**config.mk**
```make
export PLATFORM = sky130hd
export DESIGN_NAME = core_mem_arb
export DESIGN_NICKNAME = d
export VERILOG_FILES = /design/src/rtl/core_mem_arb.sv
export SDC_FILE = /design/constraint.sdc
export NUM_CORES = 1
export LEC_CHECK = 0
export ABC_AREA = 1
export BUFFER_PORTS_ARGS = -buffer_cell sky130_fd_sc_hd__buf_2
export CAP_MARGIN = 0
export CORE_MARGIN = 2
export CORE_UTILIZATION = 50
export CTS_CLUSTER_SIZE = 8
export DETAILED_ROUTE_END_ITERATION = 8
export PLACE_DENSITY = 0.86
export SETUP_SLACK_MARGIN = 0.15
export SYNTH_ARGS = -nofsm -noshare
export SYNTH_HDL_FRONTEND = slang
export SYNTH_SLANG_ARGS = --single-unit
export TNS_END_PERCENT = 20
```
**constraint.sdc**
```tcl
create_clock -name clk -period 8 [get_ports clk]
set_input_delay 1.6 -clock clk [delete_from_list [all_inputs] [get_ports clk]]
set_output_delay 1.6 -clock clk [all_outputs]
set_load 0.01 [all_outputs]
```
**src/rtl/core_mem_arb.sv**
```systemverilog
// core_mem_arb: arbitrates a CPU port and a host port onto one 32-bit memory.
// One transaction in flight; reads return after a fixed memory latency.
module core_mem_arb #(
    parameter int ADDR_WIDTH    = 12,
    parameter int RD_LATENCY    = 1,
    parameter int HOST_PRIORITY = 0
) (
    input  logic                  clk,
    input  logic                  reset,
    input  logic [31:0]           c_address,
    input  logic                  c_read,
    input  logic                  c_write,
    input  logic [31:0]           c_writedata,
    input  logic [3:0]            c_byteenable,
    output logic [31:0]           c_readdata,
    output logic                  c_waitrequest,
    input  logic [ADDR_WIDTH-1:0] h_address,
    input  logic                  h_read,
    input  logic                  h_write,
    input  logic [31:0]           h_writedata,
    output logic                  h_waitrequest,
    output logic [31:0]           h_readdata,
    output logic                  h_readdatavalid,
    output logic [ADDR_WIDTH-1:0] m_addr,
    output logic                  m_wr,
    output logic                  m_rd,
    output logic [3:0]            m_be,
    output logic [31:0]           m_wdata,
    input  logic [31:0]           m_rdata,
    input  logic                  clr_err,
    output logic                  oob_err
);

    typedef enum logic [1:0] {IDLE, CMD, WAIT, RESP} state_t;

    localparam logic [2:0] LAT = 3'(RD_LATENCY);

    state_t     state, state_nx;
    logic       src_host, is_wr, is_oob, last_host;
    logic [2:0] cnt;
    logic       c_req, h_req, c_oob, host_wins;
    logic       grant_h, grant_c, rd_done;
    logic       unused_addr_lsb;

    assign c_req           = c_read | c_write;
    assign h_req           = h_read | h_write;
    assign c_oob           = |c_address[31:ADDR_WIDTH+2];
    assign unused_addr_lsb = ^c_address[1:0];
    assign rd_done         = (state == WAIT) && (cnt == LAT);

    // Round-robin favours whoever was not granted last.
    always_comb begin
        host_wins = (HOST_PRIORITY != 0) || !last_host;
        grant_h   = (state == IDLE) && h_req && (!c_req || host_wins);
        grant_c   = (state == IDLE) && c_req && !grant_h;
    end

    always_ff @(posedge clk or posedge reset) begin
        if (reset) state <= IDLE;
        else       state <= state_nx;
    end

    always_comb begin
        state_nx      = state;
        c_waitrequest = c_req;
        h_waitrequest = 1'b1;
        unique case (state)
            IDLE: begin
                h_waitrequest = !grant_h;
                if (grant_h || grant_c) state_nx = CMD;
            end
            CMD: begin
                if (is_wr || is_oob) begin
                    state_nx = IDLE;
                    if (!src_host) c_waitrequest = 1'b0;
                end else begin
                    state_nx = WAIT;
                end
            end
            WAIT: begin
                if (rd_done) state_nx = RESP;
            end
            RESP: begin
                state_nx = IDLE;
                if (!src_host) c_waitrequest = 1'b0;
            end
            default: state_nx = IDLE;
        endcase
    end

    always_ff @(posedge clk or posedge reset) begin
        if (reset) begin
            src_host        <= 1'b0;
            is_wr           <= 1'b0;
            is_oob          <= 1'b0;
            last_host       <= 1'b0;
            cnt             <= '0;
            m_addr          <= '0;
            m_be            <= '0;
            m_wdata         <= '0;
            m_wr            <= 1'b0;
            m_rd            <= 1'b0;
            c_readdata      <= '0;
            h_readdata      <= '0;
            h_readdatavalid <= 1'b0;
            oob_err         <= 1'b0;
        end else begin
            m_wr            <= 1'b0;
            m_rd            <= 1'b0;
            h_readdatavalid <= 1'b0;
            if (grant_h) begin
                src_host  <= 1'b1;
                is_wr     <= h_write;
                is_oob    <= 1'b0;
                last_host <= 1'b1;
                m_addr    <= h_address;
                m_be      <= 4'hF;
                m_wdata   <= h_writedata;
                m_wr      <= h_write;
                m_rd      <= !h_write;
            end else if (grant_c) begin
                src_host  <= 1'b0;
                is_wr     <= c_write;
                is_oob    <= c_oob;
                last_host <= 1'b0;
                m_addr    <= c_address[ADDR_WIDTH+1:2];
                m_be      <= c_byteenable;
                m_wdata   <= c_writedata;
                m_wr      <= c_write && !c_oob;
                m_rd      <= !c_write && !c_oob;
                if (c_oob && !c_write) c_readdata <= '0;
            end
            if (state == CMD)       cnt <= 3'd1;
            else if (state == WAIT) cnt <= cnt + 3'd1;
            if (rd_done) begin
                if (src_host) begin
                    h_readdata      <= m_rdata;
                    h_readdatavalid <= 1'b1;
                end else begin
                    c_readdata <= m_rdata;
                end
            end
            // A new out-of-range access beats a simultaneous clear.
            if (grant_c && c_oob) oob_err <= 1'b1;
            else if (clr_err)     oob_err <= 1'b0;
        end
    end

endmodule

```
# After elaboration in Yosys (flattened, before gate mapping)
# Index checks and enable logic that the tools add are counted.
classes:
  n_addsub: 1
  n_eq_ne: 6
  mux: 35
  bitwise: 2
  reduce_logical: 25
ops:
  columns: ["op", "count"]
  rows:
  - ["32-bit two-way mux", 7]
  - ["12-bit two-way mux", 2]
  - ["18-bit OR reduction", 1]
  - ["1-bit two-way mux", 17]
  - ["1-bit logical AND", 9]
  - ["4-bit two-way mux", 2]
  - ["2-bit one-hot mux with 4 select lines", 1]
  - ["1-bit zero test", 6]
  - ["2-bit two-way mux", 3]
  - ["3-bit two-way mux", 2]
  - ["2-bit nonzero test", 3]
  - ["2-bit == test, second input constant", 2]
  - ["2-bit AND reduction", 2]
  - ["3-bit by 1-bit adder with 3-bit output, second input constant", 1]
  - ["3-bit by 1-bit == test with 1-bit output, second input constant", 1]
  - ["1-bit logical OR", 3]
  - ["2-bit by 1-bit == test with 1-bit output, second input constant", 1]
  - ["2-bit zero test", 1]
  - ["2-bit by 1-bit != test with 1-bit output, second input constant", 1]
  - ["2-bit != test, second input constant", 1]
  - ["1-bit OR", 2]
  - ["1-bit one-hot mux with 2 select lines", 1]
word_totals:
  ff_bits: 124
  inputBits: 151
  word_cells: 83

# Depth between registers and ports, before layout
# Gate-level depths: netlist (run 1).
logic_depth:
  depth_word: 10
  depth_mapped: 11
  ltp_nobuf: 10

# Worst setup path before layout (run 1)
# No wires, ideal clock.
synth_path:
  path_type: "input to output"
  from: "input port h_write"
  to: "output port h_waitrequest"
  t_arrival_ns: 2.251
  required_ns: 6.400
  setup_slack_ns: 4.149
  stages: 4
  path_buffers: 1
  cell_sequence: "nor2_2 > nor2_1 > nand2_2 > clkbuf_1"
synth_via:
  elab_chain_len: 5
synth_lines:
  columns: ["item", "line", "text"]
  rows:
  - ["from (decl)", "19", "input logic h_write,"]
  - ["1-bit OR", "46", "assign h_req = h_read | h_write;"]
  - ["1-bit logical AND (2 in a row)", "54", "grant_h = (state == IDLE) && h_req && (!c_req || host_wins);"]
  - ["1-bit zero test", "69", "h_waitrequest = !grant_h;"]
  - ["1-bit two-way mux", "67", "unique case (state)"]
  - ["to (decl)", "21", "output logic h_waitrequest,"]
# No other way between the ends.

# Worst setup path in the final report (run 1)
# Same ends and word-level chain as after synthesis.

==> results of run 1 <==
-- stage by stage --
step                std cells  setup slack, ps
global route             1090             4150
finish                   1090             4200
floorplan                 681             3100
detailed placement       1059             4030
global placement         1059             4080
CTS                      1090             4200
-- flip-flops by register name, summed over array words and instances, names as in the netlist, named ones only --
name,cells
h_readdata,32
m_be,4
m_rd,1
m_addr,12
m_wr,1
state,1
is_wr,1
oob_err,1
h_readdatavalid,1
last_host,1
c_readdata,32
cnt,3
is_oob,1
m_wdata,32
-- where the power goes --
group	total (W)	switching, W	internal (W)
Combinational	0.00116	0.000721	0.000440
Clock	0.000774	0.000263	0.000510
Sequential	0.00105	0.000144	0.000906
Total	0.00299	0.00113	0.00186
-- synthesized netlist by cell type --
| cell | number | area share |
|---|---|---|
| inv_1 | 41 | 0.028 |
| o21ai_0 | 7 | 0.0064 |
| a211oi_1 | 1 | 0.0014 |
| nor2_2 | 3 | 0.0034 |
| o21ai_1 | 1 | 0.00091 |
| nor2_1 | 64 | 0.044 |
| a31oi_1 | 14 | 0.016 |
| dfrtp_1 | 124 | 0.57 |
| a21oi_1 | 4 | 0.0037 |
| buf_1 | 4 | 0.0027 |
| nor2_4 | 1 | 0.0021 |
| buf_4 | 3 | 0.0041 |
| and2_0 | 1 | 0.0011 |
| clkbuf_1 | 11 | 0.0075 |
| o22a_1 | 2 | 0.0032 |
| a21oi_2 | 1 | 0.0016 |
| o22ai_1 | 1 | 0.0011 |
| nand2_2 | 1 | 0.0011 |
| nand2_1 | 299 | 0.21 |
| nand3_1 | 71 | 0.065 |
| inv_2 | 3 | 0.0021 |
| or2_2 | 1 | 0.0011 |
| ha_1 | 7 | 0.016 |
| buf_2 | 15 | 0.014 |
| and3_1 | 1 | 0.0011 |
-- cell families (layout without fill, tap and decap cells) --
| group | count (synthesis) | count (layout) |
|---|---|---|
| AOI/OAI and AO/OA | 31 | 31 |
| and+or+nand+nor | 442 | 442 |
| buffers and inverters | 77 | 346 |
| adders and majority gates | 7 | 7 |
| DFF | 124 | 124 |
-- final timing paths --
check                                      startpoint                         end  slack (ps)  cells after the start
max                                           h_write               h_waitrequest        4200                      5
min                        h_readdata[24]$_DFFE_PP0P_  h_readdata[24]$_DFFE_PP0P_         470                      2
max reg2reg                      state[0]$_DFFE_PP0P_    c_readdata[17]$_DFF_PP0_        5050                      9
min reg2reg                h_readdata[24]$_DFFE_PP0P_  h_readdata[24]$_DFFE_PP0P_         470                      2
max in group asynchronous                       reset  h_readdata[14]$_DFFE_PP0P_        5500                      3
min in group asynchronous                       reset              m_wr$_DFF_PP0_        1230                      2
-- per-layer routing --
layer	wire length, um	share of wire	GRT usage
met5	8	0.00054	0
met4	389	0.026	0.111
met3	1240	0.084	0.0753
met2	7370	0.50	0.430
met1	5810	0.39	0.305
-- layout make-up --
class,count,area (sq um),area share
sequential,124,3100,0.415
multi-input combinational,480,2050,0.275
timing repair buffer,271,1370,0.183
clock buffer,19,432,0.0578
tap,140,175,0.0234
clock inverter,12,171,0.0229
inverter,44,168,0.0224
-- worst max-delay path: stages --
cell     delay, ps
buf_2          120
nor2_2         160
nor2_1          70
nand2_2         70
buf_2          170
==> flow_metrics.env, run 1 <==
export IMPL_setup_viol=0
export IMPL_cp_start_kind="input port"
export IMPL_layout_common_cells="299 x nand2_1, 266 x buf_2, 124 x dfrtp_1"
export IMPL_clock_sinks=124
export IMPL_synth_nets=839
export IMPL_track_usage=0.256
export IMPL_fp_dieArea_sq_mm=0.0118
export IMPL_powerDensity_mw_per_mm2=400
export IMPL_hold_buffers=0
export IMPL_nets=1096
export IMPL_yosysSeqAreaShare=0.567
export IMPL_cap_violations=0
export IMPL_irDropWorstVdd_mv=0.178
export IMPL_via_per_inst=4.87
export IMPL_synth_cell_types=25
export IMPL_nFillCells=863
export IMPL_routed_via_count=5307
export IMPL_synthMuxAreaShare=0
export IMPL_grt_overflow=0
export IMPL_die_w_um=109
export IMPL_routed_wl_mm=14.8
export IMPL_synthCells=681
export IMPL_end_kind="output port"
export IMPL_post_route_min_period_ps=3800
export IMPL_cts_buffer_depth=2
export IMPL_synthAdderAreaFrac=0.0160
export IMPL_diodes=0
export IMPL_clock_skew_ps=11.8
export IMPL_path_clk_slew_ps=50
export IMPL_ant_nets=0
export IMPL_syn_mean_instance_area_sq_um=8.03
export IMPL_drt_iter0_drc=491
export IMPL_yosys_warnings=0
export IMPL_max_freq_ghz=0.263
export IMPL_rsz0062_at_grt="false"
export IMPL_drcViolationCount=0
export IMPL_layout_commonest_cell="nand2_1"
export IMPL_core_area_sq_mm=0.0107
export IMPL_hp_class="flop to flop"
export IMPL_yosys_register_bits=124
export IMPL_synth_xor_area_share=0
export IMPL_place_congestion=0.773
export IMPL_cts_setup_buffers=0
export IMPL_syn_to_final_growth_pct=36.6
export IMPL_antenna_found_initial=1
export IMPL_relSlewSlack=0.227
export IMPL_final_area_sq_mm=0.00747
export IMPL_required_ps=6400
export IMPL_leakagePower_nw=4.13
export IMPL_htreeDepth=4
export IMPL_drv_slew=0
export IMPL_min_period_over_period=0.475
export IMPL_crit_path_max_fanout=3
export IMPL_power_total_w=0.00299
export IMPL_clkLatencyLatePin_ps=500
export IMPL_worst_pin_slew_ps=1160
export IMPL_ctsResizeCount=0
export IMPL_cp_arrival_ps=2200
export IMPL_synth_compound_area_frac=0.0343
export IMPL_numPortBuffers=266
export IMPL_synth_top_family_by_area="simple AND/OR/NAND/NOR gates"
export IMPL_ios=269
export IMPL_grt_max_degree=65
export IMPL_dpl_instance_area_sq_mm=0.00687
export IMPL_run_status="complete, no violations"
export IMPL_fp_dieH_um=109
export IMPL_wl_per_cell_um=13.6
export IMPL_rows=38
export IMPL_grt_pass1_wl_mm=23.6
export IMPL_cts_buffers_inserted=17
export IMPL_hold_viol_final=0
export IMPL_drive_gt1_frac=0.328
export IMPL_final_util=0.695
export IMPL_first_pass_iters=5
export IMPL_synthSimpleGateAreaFrac=0.324
export IMPL_cts_root_buf="clkbuf_8"
export IMPL_grt_pass1_vias=4981
export IMPL_cts_tree="done"
export IMPL_worstSetupPathType="input port to output port"
export IMPL_whs_ps=469
export IMPL_setup_tns_ps=0
export IMPL_syn_cell_area_sq_mm=0.00547
export IMPL_dp_final_hpwl_mm=10.6
export IMPL_start_util=0.509
No activity file was read; power rests on OpenSTA's default activity.
==> run 2, diff against run 1 <==
--- a/config.mk
+++ b/config.mk
@@ -9,10 +9,10 @@
 export BUFFER_PORTS_ARGS = -buffer_cell sky130_fd_sc_hd__buf_2
 export CAP_MARGIN = 0
 export CORE_MARGIN = 2
-export CORE_UTILIZATION = 50
+export CORE_UTILIZATION = 46
 export CTS_CLUSTER_SIZE = 8
 export DETAILED_ROUTE_END_ITERATION = 8
-export PLACE_DENSITY = 0.86
+export PLACE_DENSITY = 0.8
 export SETUP_SLACK_MARGIN = 0.15
 export SYNTH_ARGS = -nofsm -noshare
 export SYNTH_HDL_FRONTEND = slang
==> constraint.sdc (replaced) <==
create_clock -name clk -period 3.73 [get_ports clk]
set_input_delay 0.746 -clock clk [delete_from_list [all_inputs] [get_ports clk]]
set_output_delay 0.746 -clock clk [all_outputs]
set_load 0.01 [all_outputs]
==> run 2 against run 1 <==
Against the previous run: the flow now finishes with violations (design-rule violations); register-to-register slack worse by 3700 ps; cell area is 0.25% higher; first-iteration DRC count is 5.3% higher; non-clock buffer count is 5 higher; clock power is 100% higher; global-route usage is 2.0 points lower; final cell count is 0.73% higher.
==> flow_metrics.env, run 2 (synthesized netlist as in run 1, its figures left out) <==
export IMPL_cts_buffers_inserted=17
export IMPL_start_util=0.475
export IMPL_routed_wl_mm=14.7
export IMPL_seq_power_share=0.356
export IMPL_wl_met1_mm=5.84
export IMPL_worstSetupPathType="flop to output port"
export IMPL_hold_buffers=0
export IMPL_hp_class="input port to async pin"
export IMPL_combPwrFrac=0.395
export IMPL_cts_root_buf="clkbuf_16"
export IMPL_grt_max_degree=66
export IMPL_diodes=0
export IMPL_p_int_w=0.00390
export IMPL_first_pass_iters=7
export IMPL_rsz0062_at_grt="false"
export IMPL_crit_path_max_fanout=17
export IMPL_via_per_inst=4.79
export IMPL_wl_per_cell_um=13.4
export IMPL_irDropWorstVdd_mv=0.369
export IMPL_numPortBuffers=266
export IMPL_reg_largest_list="c_readdata (32), h_readdata (32), m_wdata (32)"
export IMPL_routed_via_count=5260
export IMPL_grt_pass1_vias=5023
export IMPL_antenna_found_initial=0
export IMPL_grt_pass1_wl_mm=24.0
export IMPL_grt_overflow=0
export IMPL_place_congestion=0.816
export IMPL_dr_wl_met3_mm=1.41
export IMPL_fp_dieArea_sq_mm=0.0128
export IMPL_cts_buffer_depth=2
export IMPL_required_ps=2980
export IMPL_relSlewSlack=0.299
export IMPL_post_route_min_period_ps=2650
export IMPL_drt_iter0_drc=517
export IMPL_violations="design-rule violations"
export IMPL_path_clk_slew_ps=60
export IMPL_p_switching_w=0.00243
export IMPL_rows=39
export IMPL_htreeDepth=4
export IMPL_cap_violations=0
export IMPL_ios=269
export IMPL_core_area_sq_mm=0.0115
export IMPL_clock_skew_ps=9.36
export IMPL_ant_nets=0
export IMPL_ctsResizeCount=0
export IMPL_cts_setup_buffers=0
export IMPL_end_kind="output port"
export IMPL_track_usage=0.235
export IMPL_die_w_um=113
export IMPL_top_layer_used="met4"
export IMPL_layout_common_cells="299 x nand2_1, 266 x buf_2, 124 x dfrtp_1"
export IMPL_syn_to_final_growth_pct=36.9
export IMPL_worst_pin_slew_ps=1050
export IMPL_min_period_over_period=0.709
export IMPL_final_util=0.650
export IMPL_drive_gt1_frac=0.332
export IMPL_nets=1101
export IMPL_hold_viol_final=0
export IMPL_nFillCells=1014
export IMPL_area_sequential_sq_mm=0.00310
export IMPL_cp_start_kind="flop"
export IMPL_layout_commonest_cell="nand2_1"
export IMPL_max_freq_ghz=0.378
export IMPL_run_status="finished, violations left"
export IMPL_multi_input_area_sq_mm=0.00205
export IMPL_drv_slew=0
export IMPL_drcViolationCount=17
export IMPL_cp_arrival_ps=1900
export IMPL_dp_final_hpwl_mm=10.5
export IMPL_dr_wl_met2_mm=7.23
export IMPL_setup_tns_ps=0
export IMPL_clock_sinks=124
export IMPL_p_sw_frac=0.384
export IMPL_leakagePower_nw=4.13
export IMPL_ff2ff_path_depth=8
export IMPL_clkPwrFrac=0.249
export IMPL_cts_tree="done"
export IMPL_setup_viol=0
export IMPL_fp_dieH_um=113
export IMPL_clkLatencyLatePin_ps=400
export IMPL_powerDensity_mw_per_mm2=845
==> run 2: changes by cell type in the layout (fill, tap and decap cells not counted) <==
cell and delta:
clkinvlp_4 +2, clkinv_2 +1, clkbuf_16 +1, inv_4 -1, bufinv_16 -2, clkbuf_8 -1, buf_4 +4, buf_12 +1
==> run 2: stage by stage <==
| stage | cell area [sq um] | std cells | hold WS, ps | setup slack (ps) | total power [W] |
|---|---|---|---|---|---|
| floorplan | 5470 | 681 | 450 | 1460 | 0.00380 |
| global placement | 6920 | 1067 | 456 | 1320 | 0.00473 |
| detailed placement | 6920 | 1067 | 459 | 1320 | 0.00480 |
| CTS | 7490 | 1098 | 459 | 1060 | 0.00639 |
| global route | 7490 | 1098 | 486 | 945 | 0.00680 |
| finish | 7490 | 1098 | 444 | 1080 | 0.00633 |
==> run 2: path summary, 6_finish.rpt <==
kind | start | to | slack [ps]
min in group clk | h_readdata[13]$_DFFE_PP0P_ | h_readdata[13]$_DFFE_PP0P_ | 470
worst min register to register | h_readdata[13]$_DFFE_PP0P_ | h_readdata[13]$_DFFE_PP0P_ | 470
worst min-delay path | reset | m_wdata[7]$_DFFE_PP0P_ | 440
worst max register to register | state[0]$_DFFE_PP0P_ | is_wr$_DFFE_PP0P_ | 1380
max in group asynchronous | reset | m_wdata[14]$_DFFE_PP0P_ | 2450
worst max-delay path | state[0]$_DFFE_PP0P_ | h_waitrequest | 1080
==> run 2: power by group through the flow <==
stage / Clock, W / Combinational [W] / Sequential (W)
after floorplan: 0 / 0.00128 / 0.00252
after global placement: 0 / 0.00248 / 0.00224
after detailed placement: 0 / 0.00253 / 0.00226
after CTS: 0.00160 / 0.00254 / 0.00225
after global routing: 0.00167 / 0.00281 / 0.00232
final: 0.00158 / 0.00250 / 0.00225
==> run 2: per-layer routing <==
layer  global-route usage  vias up
li1                     -     2644
met1                0.286     2383
met2                0.398      219
met3               0.0782       14
met4               0.0772        0
met5                    0        -
==> run 2: cell type report <==
class | instances | area share
clock buffer | 19 | 0.0591
clock inverter | 12 | 0.0165
inverter | 44 | 0.0226
multi-input combinational | 480 | 0.274
sequential | 124 | 0.414
tap | 143 | 0.0239
timing repair buffer | 276 | 0.189
==> run 2: worst max-delay path, stage by stage, from the launching register on <==
cell     delay [ps]
dfrtp_1         420
inv_1           130
ha_1            230
inv_2            80
nor2_1          130
nand2_2         260
buf_2           250
==> run 3, diff against run 2 <==
--- a/config.mk
+++ b/config.mk
@@ -5,14 +5,14 @@
 export SDC_FILE = /design/constraint.sdc
 export NUM_CORES = 1
 export LEC_CHECK = 0
-export ABC_AREA = 1
+export ABC_AREA = 0
 export BUFFER_PORTS_ARGS = -buffer_cell sky130_fd_sc_hd__buf_2
 export CAP_MARGIN = 0
 export CORE_MARGIN = 2
-export CORE_UTILIZATION = 46
+export CORE_UTILIZATION = 41
 export CTS_CLUSTER_SIZE = 8
 export DETAILED_ROUTE_END_ITERATION = 8
-export PLACE_DENSITY = 0.8
+export PLACE_DENSITY = 0.76
 export SETUP_SLACK_MARGIN = 0.15
 export SYNTH_ARGS = -nofsm -noshare
 export SYNTH_HDL_FRONTEND = slang
==> constraint.sdc (replaced) <==
create_clock -name clk -period 2.4 [get_ports clk]
set_input_delay 0.48 -clock clk [delete_from_list [all_inputs] [get_ports clk]]
set_output_delay 0.48 -clock clk [all_outputs]
set_load 0.01 [all_outputs]
==> run 3 against run 2 <==
Against the previous run: the run now ends clean; global-route usage shrank 1.8 points; synthesized cell count shrank 25%; cell area is essentially flat; area after synthesis shrank 5.2%; critical path type unchanged; largest power group unchanged.
==> flow_metrics.env, run 3 <==
export IMPL_run_status="complete, no violations"
export IMPL_rows=41
export IMPL_setup_viol=0
export IMPL_cts_tree="done"
export IMPL_path_clk_slew_ps=60
export IMPL_dpl_instance_area_sq_mm=0.00681
export IMPL_drt_iter0_drc=302
export IMPL_use_met1=0.254
export IMPL_grt_busiest_layer="met2"
export IMPL_max_freq_ghz=0.461
export IMPL_drcViolationCount=0
export IMPL_yosys_warnings=0
export IMPL_ant_nets=0
export IMPL_cp_start_kind="flop"
export IMPL_wl_per_cell_um=15.2
export IMPL_synth_top_area_frac=0.599
export IMPL_synthCells=508
export IMPL_die_w_um=116
export IMPL_grt_max_degree=64
export IMPL_async_flop_share=1.00
export IMPL_post_route_min_period_ps=2170
export IMPL_synth_cell_types=34
export IMPL_antenna_found_initial=0
export IMPL_combPwrFrac=0.389
export IMPL_whs_ps=90.0
export IMPL_synthFlopType="dfrtp_1"
export IMPL_seq_power_share=0.339
export IMPL_irDropWorstVdd_mv=0.665
export IMPL_clock_sinks=124
export IMPL_final_util=0.601
export IMPL_numPortBuffers=266
export IMPL_clkLatencyLatePin_ps=410
export IMPL_yosysMostFrequentCell="nand2_1"
export IMPL_first_pass_iters=5
export IMPL_grtUsageMet3=0.0649
export IMPL_htreeDepth=4
export IMPL_min_period_over_period=0.903
export IMPL_nets=942
export IMPL_syn_to_final_growth_pct=44.5
export IMPL_required_ps=1920
export IMPL_routed_wl_mm=14.7
export IMPL_synth_commonest_cells="157 x nand2_1, 124 x dfrtp_1, 33 x mux2_2, 33 x o21ai_0, 31 x a22oi_1"
export IMPL_p_sw_frac=0.359
export IMPL_syn_mean_instance_area_sq_um=10.2
export IMPL_grt_overflow=0
export IMPL_setup_tns_ps=0
export IMPL_drv_slew=0
export IMPL_via_per_inst=4.89
export IMPL_clkPwrFrac=0.272
export IMPL_worst_pin_slew_ps=657
export IMPL_powerDensity_mw_per_mm2=1340
export IMPL_hp_class="input port to async pin"
export IMPL_hold_viol_final=0
export IMPL_cts_root_buf="clkbuf_16"
export IMPL_place_ws_ps=315
export IMPL_synth_nets=666
export IMPL_start_util=0.416
export IMPL_yosys_register_bits=124
export IMPL_cts_buffers_inserted=17
export IMPL_clock_skew_ps=5.20
export IMPL_track_usage=0.218
export IMPL_routed_via_count=4738
export IMPL_yosysSeqAreaShare=0.599
export IMPL_yosysTopAreaCell="dfrtp_1"
export IMPL_ios=269
export IMPL_groute_layer_met2_usage=0.374
export IMPL_worst_slack_ps=233
export IMPL_place_congestion=0.799
export IMPL_worstSetupPathType="flop to output port"
export IMPL_dp_final_hpwl_mm=10.6
export IMPL_fp_dieArea_sq_mm=0.0136
export IMPL_p_int_w=0.00645
export IMPL_cap_violations=0
export IMPL_layout_common_cells="266 x buf_2, 157 x nand2_1, 124 x dfrtp_1"
export IMPL_cts_buffer_depth=2
export IMPL_core_area_sq_mm=0.0125
export IMPL_fp_dieH_um=116
export IMPL_grt_pass1_wl_mm=22.4
export IMPL_crit_path_max_fanout=5
export IMPL_ff2ff_path_depth=5
export IMPL_hold_buffers=0
export IMPL_rsz0062_at_grt="true"
export IMPL_yosys_top_cells_area="dfrtp_1 60%, nand2_1 11%, mux2_2 7.2%"
export IMPL_reg_largest_list="c_readdata (32), h_readdata (32), m_wdata (32)"
export IMPL_grt_pass1_vias=4497
export IMPL_diodes=0
export IMPL_leakagePower_nw=3.86
export IMPL_final_area_sq_mm=0.00749
export IMPL_layout_commonest_cell="buf_2"
export IMPL_relSlewSlack=0.562
export IMPL_drive_gt1_frac=0.457
export IMPL_syn_cell_area_sq_mm=0.00518
export IMPL_synth_edf_count=0
export IMPL_end_kind="output port"
export IMPL_cp_arrival_ps=1690
export IMPL_p_switching_w=0.00361
run 3: final timing paths:
| check | startpoint | slack (ps) | endpoint |
|---|---|---|---|
| max in group asynchronous | reset | 1640 | c_readdata[27]$_DFF_PP0_ |
| min reg2reg | m_be[1]$_DFFE_PP0P_ | 490 | m_be[1]$_DFFE_PP0P_ |
| min | reset | 90 | m_wdata[1]$_DFFE_PP0P_ |
| max reg2reg | state[0]$_DFFE_PP0P_ | 490 | c_readdata[21]$_DFF_PP0_ |
| min in group clk | c_address[5] | 260 | m_addr[3]$_DFFE_PP0P_ |
| max | flop | 230 | c_waitrequest |
run 3: cell families after synthesis:
| logic type | count (synthesis) | share of synthesized area |
|---|---|---|
| buffers and inverters | 38 | 0.0302 |
| adders and majority gates | 7 | 0.0169 |
| muxes | 33 | 0.0717 |
| AOI/OAI and AO/OA | 105 | 0.127 |
| DFF | 124 | 0.599 |
| and+or+nand+nor | 201 | 0.155 |
run 3: metal layers:
| layer | vias to the layer above | share of wire |
|---|---|---|
| met2 | 205 | 0.51 |
| met1 | 2231 | 0.39 |
| met5 | - | 0 |
| met3 | 18 | 0.080 |
| li1 | 2284 | - |
| met4 | 0 | 0.021 |
run 3: repair_timing:
| action | 4_1_cts | 5_1_grt |
|---|---|---|
| resized for setup | 3 | 3 |
| hold endpoints to repair | 0 | 0 |
| setup endpoints to repair | 2 | 2 |
| setup buffers | 3 | 1 |
run 3: final cells by class:
cell class	count	area (sq um)
tap	172	215
timing repair buffer	287	1540
clock inverter	13	188
fill	1089	4970
clock buffer	19	453
multi-input combinational	346	1960
inverter	8	36.3
sequential	124	3100
run 3: power by group through the flow:
stage | registers, W | clock network [W] | logic [W]
3_3_place_gp | 0.00340 | 0 | 0.00381
5_1_grt | 0.00352 | 0.00289 | 0.00438
3_5_place_dp | 0.00344 | 0 | 0.00387
4_1_cts | 0.00341 | 0.00279 | 0.00395
2_1_floorplan | 0.00378 | 0 | 0.00194
6_report | 0.00341 | 0.00274 | 0.00391
run 3: worst max-delay path, stage by stage (launching register included):
cell     delay (ps)
dfrtp_1         360
inv_1            80
ha_2            200
nor3b_2         170
o32a_1          320
buf_2           150
run 3: through the flow:
| step | cells | total power [W] |
|---|---|---|
| 5_1_grt | 969 | 0.0108 |
| 3_5_place_dp | 933 | 0.00731 |
| 4_1_cts | 968 | 0.0101 |
| 6_report | 969 | 0.0101 |
| 2_1_floorplan | 508 | 0.00572 |
| 3_3_place_gp | 933 | 0.00721 |
